## src/rtl/map_pkg.sv

```systemverilog
// rtl/map_pkg.sv - shared constants and scheduler state type for the MAP decoder datapath
package map_pkg;

  localparam int W    = 16;
  localparam int NREQ = 4;

  typedef enum logic [1:0] {IDLE, EXEC, RESP} sched_state_t;

endpackage

```

## src/rtl/rr_pick.sv

```systemverilog
// rtl/rr_pick.sv - combinational round-robin pick starting just after the last grant
module rr_pick #(
  parameter int N   = 4,
  parameter int IDW = $clog2(N)
) (
  input  logic [N-1:0]   req,
  input  logic [IDW-1:0] last,
  output logic [N-1:0]   gnt,
  output logic [IDW-1:0] idx,
  output logic           any
);

  logic [IDW-1:0] j;

  // Scan last+1 .. last+N so the previous winner has lowest priority.
  always_comb begin
    gnt = '0;
    idx = '0;
    any = 1'b0;
    j   = '0;
    for (int k = 1; k <= N; k++) begin
      j = IDW'((int'(last) + k) % N);
      if (!any && req[j]) begin
        any    = 1'b1;
        gnt[j] = 1'b1;
        idx    = j;
      end
    end
  end

endmodule

```

## src/rtl/adder_sched.sv

```systemverilog
// rtl/adder_sched.sv - round-robin scheduler sharing one registered signed adder among requesters
module adder_sched #(
  parameter int NREQ = map_pkg::NREQ,
  parameter int W    = map_pkg::W,
  parameter int IDW  = $clog2(NREQ)
) (
  input  logic              clk,
  input  logic              rst_n,
  input  logic [NREQ-1:0]   req_valid,
  input  logic [NREQ*W-1:0] req_a,
  input  logic [NREQ*W-1:0] req_b,
  output logic [NREQ-1:0]   req_ready,
  output logic [W-1:0]      add_a,
  output logic [W-1:0]      add_b,
  input  logic [W-1:0]      add_s,
  output logic              rsp_valid,
  output logic [IDW-1:0]    rsp_id,
  output logic [W-1:0]      rsp_sum,
  output logic              rsp_ovf,
  input  logic              rsp_ready
);
  import map_pkg::*;

  sched_state_t   state;
  logic [IDW-1:0] last;
  logic [NREQ-1:0] gnt;
  logic [IDW-1:0] idx;
  logic           any;
  logic           open;
  logic           take;

  rr_pick #(.N(NREQ), .IDW(IDW)) u_pick (
    .req  (req_valid),
    .last (last),
    .gnt  (gnt),
    .idx  (idx),
    .any  (any)
  );

  // A new request can be taken in IDLE, or in RESP when the current result is consumed.
  assign open      = rst_n && ((state == IDLE) || ((state == RESP) && rsp_ready));
  assign req_ready = open ? gnt : '0;
  assign take      = open && any;

  assign rsp_sum = add_s;
  assign rsp_ovf = rsp_valid && (add_a[W-1] == add_b[W-1]) && (add_s[W-1] != add_a[W-1]);

  always_ff @(posedge clk) begin
    if (!rst_n) begin
      state     <= IDLE;
      last      <= IDW'(NREQ - 1);
      add_a     <= '0;
      add_b     <= '0;
      rsp_id    <= '0;
      rsp_valid <= 1'b0;
    end else begin
      case (state)
        IDLE: begin
          if (take) state <= EXEC;
        end
        EXEC: begin
          state     <= RESP;
          rsp_valid <= 1'b1;
        end
        RESP: begin
          if (rsp_ready) begin
            rsp_valid <= 1'b0;
            state     <= take ? EXEC : IDLE;
          end
        end
        default: state <= IDLE;
      endcase
      if (take) begin
        add_a  <= req_a[int'(idx)*W +: W];
        add_b  <= req_b[int'(idx)*W +: W];
        rsp_id <= idx;
        last   <= idx;
      end
    end
  end

endmodule

```

## config.mk

```make
export PLATFORM = sky130hd
export DESIGN_NAME = adder_sched
export DESIGN_NICKNAME = d
export VERILOG_FILES = /design/src/rtl/map_pkg.sv /design/src/rtl/rr_pick.sv /design/src/rtl/adder_sched.sv
export SDC_FILE = /design/constraint.sdc
export NUM_CORES = 1
export LEC_CHECK = 0
export BUFFER_PORTS_ARGS = -buffer_cell sky130_fd_sc_hd__clkbuf_2
export CAP_MARGIN = 30
export CELL_PAD_IN_SITES_DETAIL_PLACEMENT = 1
export CELL_PAD_IN_SITES_GLOBAL_PLACEMENT = 2
export CORE_MARGIN = 1.5
export CORE_UTILIZATION = 25
export DETAILED_ROUTE_END_ITERATION = 10
export HOLD_SLACK_MARGIN = 0.08
export PLACE_DENSITY_LB_ADDON = 0.1
export SETUP_SLACK_MARGIN = 0.4
export SLEW_MARGIN = 20
export SYNTH_ARGS = -nofsm -noshare
export SYNTH_HDL_FRONTEND = slang
export SYNTH_SLANG_ARGS = --single-unit
```

## constraint.sdc

```tcl
create_clock -name clk -period 5.9 [get_ports clk]
set_input_delay 1.77 -clock clk [delete_from_list [all_inputs] [get_ports clk]]
set_output_delay 1.77 -clock clk [all_outputs]
set_load 0.01 [all_outputs]
```

==> summary.md <==
| Metric | Value |
|---|---|
| Status | `finished, final reports clean` |
| Final Instance Area | `4153 um2` |
| Area growth from synthesis to final layout | `33.19%` |
| Multiplexer share of the synthesized area | `0.2737` |
| Max_cap viols | `0` |
| RSZ-0062 raised after global routing | `false` |
| Post-Syn Nets | `486` |
| Clock insertion delay at the later pin of the skew report | `280 ps` |
| CP Data Arrival Time | `3510 ps` |
| Total GRT Usage | `0.1538` |
| R2r setup slk | `2070 ps` |
| Number of buffers created by CTS | `5` |
| RD Place Congestion | `0.7224` |
| Rows | `40` |
| Setup Fix Bufs, Post-CTS | `0` |
| Total Wirelength | `10150 um` |
| CP startpoint | `req_valid[2]` |
| Starting Density | `0.2574` |
| First-pass GRT wire length | `15960 um` |
| Post-synth top flop | `dfxtp_1` |
| Pleak | `1.968 nW` |
| Fraction of layout cells with a size suffix above 1 | `0.5626` |
| FMAX | `189.4 MHz` |
| Clock net sink count | `39` |
| CP Class | `in2out` |
| Seq cells post-synth | `39` |
| Cells after DPL | `630` |
| Pin count of the biggest net entering global routing | `65` |
| Share of the synthesized area in the top cell type | `0.2504` |
| Final setup fails | `0` |
| Crit path time final | `5280 ps` |
| Buffers on Ports | `176` |
| Placement Setup Slack | `609.1 ps` |
| Syn Area/Cell | `9.535 um2` |
| Ys Warns | `0` |
| Vias in the first global route | `3144` |
| Crit end category | `primary output` |
| DRT iter0 DRCs | `63` |
| Cell Pwr Density | `463.4 nW/um2` |
| Fin cells | `639` |
| Final Hold Viols | `0` |
| 1st-pass router iterations | `4` |
| Post-route ant nets | `0` |
| Die width | `114.7 um` |
| Worst-path clk slew | `50 ps` |
| Post-Syn Area | `3118 um2` |
| Main combinational cell family by area after synthesis | `multiplexers` |
| Required @ worst endpoint | `4130 ps` |
| Fraction of registers with async set/reset | `0` |
| Register Area | `780.7 um2` |
| Final period utilization | `0.8949` |
| Worst Hold Margin | `506.4 ps` |
| Xor/xnor cell area share of the yosys netlist | `0.002809` |
| Post-DP Area | `3981 um2` |
| Simple-gate share of the synthesized area | `0.1063` |
| Overall Power | `1.925 mW` |
| PnR worst setup slack | `620.1 ps` |
| I/O Pins | `207` |
| Clk buf depth | `2` |
| Drt via density | `4.767` |
| RR Startpoint | `last[0]` |
| FILL cells | `1452` |
| Worst vdd ir | `0.3655 mV` |
| DRC viols | `0` |
| Hold crit path type | `reg2reg` |
| Routed WL per cell | `15.88 um` |
| Critical path endpoint | `req_ready[3]` |
| Core Area | `12110 um2` |
| Total gr overflow | `0` |
| Area of the multi-input gates | `2054 um2` |
| Final Net Count | `629` |
| Layout Skew | `9.497 ps` |
| Slew margin rel. | `0.5607` |
| Syn Inst Count | `327` |
| R2R depth | `9` |
| Setup TNS | `0 ps` |
| Least-Margin Pin Slew | `658.1 ps` |
| Sequential-to-total area share from yosys stat | `0.2504` |
| Antenna Cells | `0` |
| Adder-Cell Fraction of Synth Area | `0.03210` |
| Synth area leaders | `dfxtp_1 (25%), mux2_2 (12%), mux2i_1 (12%)` |
| Post-synthesis compound-gate area fraction | `0.2384` |
| Htree depth | `2` |
| Max FO, Critical Path | `11` |
| CTS tree | `done` |
| Root Buffer | `clkbuf_16` |
| Die area | `13150 um2` |
| CP Launch Type | `primary input` |
| Hpwl dp | `7538 um` |
| Initial antenna violation count | `0` |
| Distinct cells, synth | `39` |
| DIE HEIGHT | `114.7 um` |
| FF-to-FF End | `add_a[4]` |
| Cell taking the most area after synthesis | `dfxtp_1` |
| Post-Route Utilization | `0.3429` |
| Post-synth EDFFs | `0` |
| Final Slew Violations | `0` |
| Vias | `3046` |
==> where the power goes <==
group          internal (mW)  switching (mW)  total [mW]
logic                  0.527           0.657        1.18
registers              0.388          0.0885       0.477
clock network          0.156           0.108       0.264
==> Yosys cell counts, types with 6 or more instances <==
master,number
nand2_1,6
a21oi_1,34
mux2_2,34
ha_1,8
clkbuf_1,12
nor3_1,31
mux2i_1,38
dfxtp_1,39
a211oi_2,30
nor2_1,18
buf_4,20
buf_2,9
==> critical path: stages <==
cell and delay (ps):
clkbuf_2 160, mux4_2 620, or2_1 310, nor2_1 250
a221oi_1 130, nor2_1 110, clkbuf_2 150
==> what timing repair did <==
item	4_1_cts	5_1_grt
endpoints found under the setup margin	0	3
hold buffers	0	0
endpoints found under the hold margin	0	0
resized for setup	0	1
==> area by class of cell <==
type	count	share of cell area
clock buffers	6	0.03103
flip-flops and latches	39	0.1880
clock inverters	2	0.003013
multi-input cells	239	0.4947
well taps	168	0.05062
repair buffers	181	0.2290
inverters	4	0.003616
==> placed cells by master (no fill, tap or decap), types with 2 or more instances in the layout <==
master     instances
a211oi_2          30
nor3_1            31
o21ai_0            4
ha_1               8
clkbuf_2         176
buf_4              3
nand2_1            6
mux2i_1           38
nand2b_1           2
a21oi_1           34
inv_1              4
mux4_2             4
a221oi_1           4
clkbuf_16          5
nor2_1            17
nor4_1             2
a22oi_1            4
mux2_2            34
dfxtp_1           39
and2_1             2
==> worst min path at each step <==
stage	from	end	slack (ps)	cells past startpoint
2_1_floorplan	state[0]	rsp_valid	490	2
6_report	rsp_id[0]	rsp_id[0]	510	1
3_3_place_gp	rsp_id[0]	rsp_id[0]	490	1
4_1_cts	rsp_id[0]	rsp_id[0]	510	1
3_5_place_dp	rsp_id[0]	rsp_id[0]	490	1
5_1_grt	rsp_id[0]	rsp_id[0]	540	1
==> metal layers <==
metal,share of wire,GRT usage
met3,0.058,0.03759
met1,0.42,0.1817
met4,0.0076,0.03000
met5,0,0
met2,0.51,0.2818
==> flip-flops by register name, summed over array words and instances (netlist names) <==
name	flops
state	2
add_b	16
rsp_valid	1
rsp_id	2
add_a	16
last	2
==> logic make-up after synthesis <==
logic type,count (synthesis)
compound gates,87
xor+xnor,1
fa+ha+maj,8
buf+inv,49
flops,39
mux,76
simple gates,67
No activity file was read; power rests on OpenSTA's default activity.
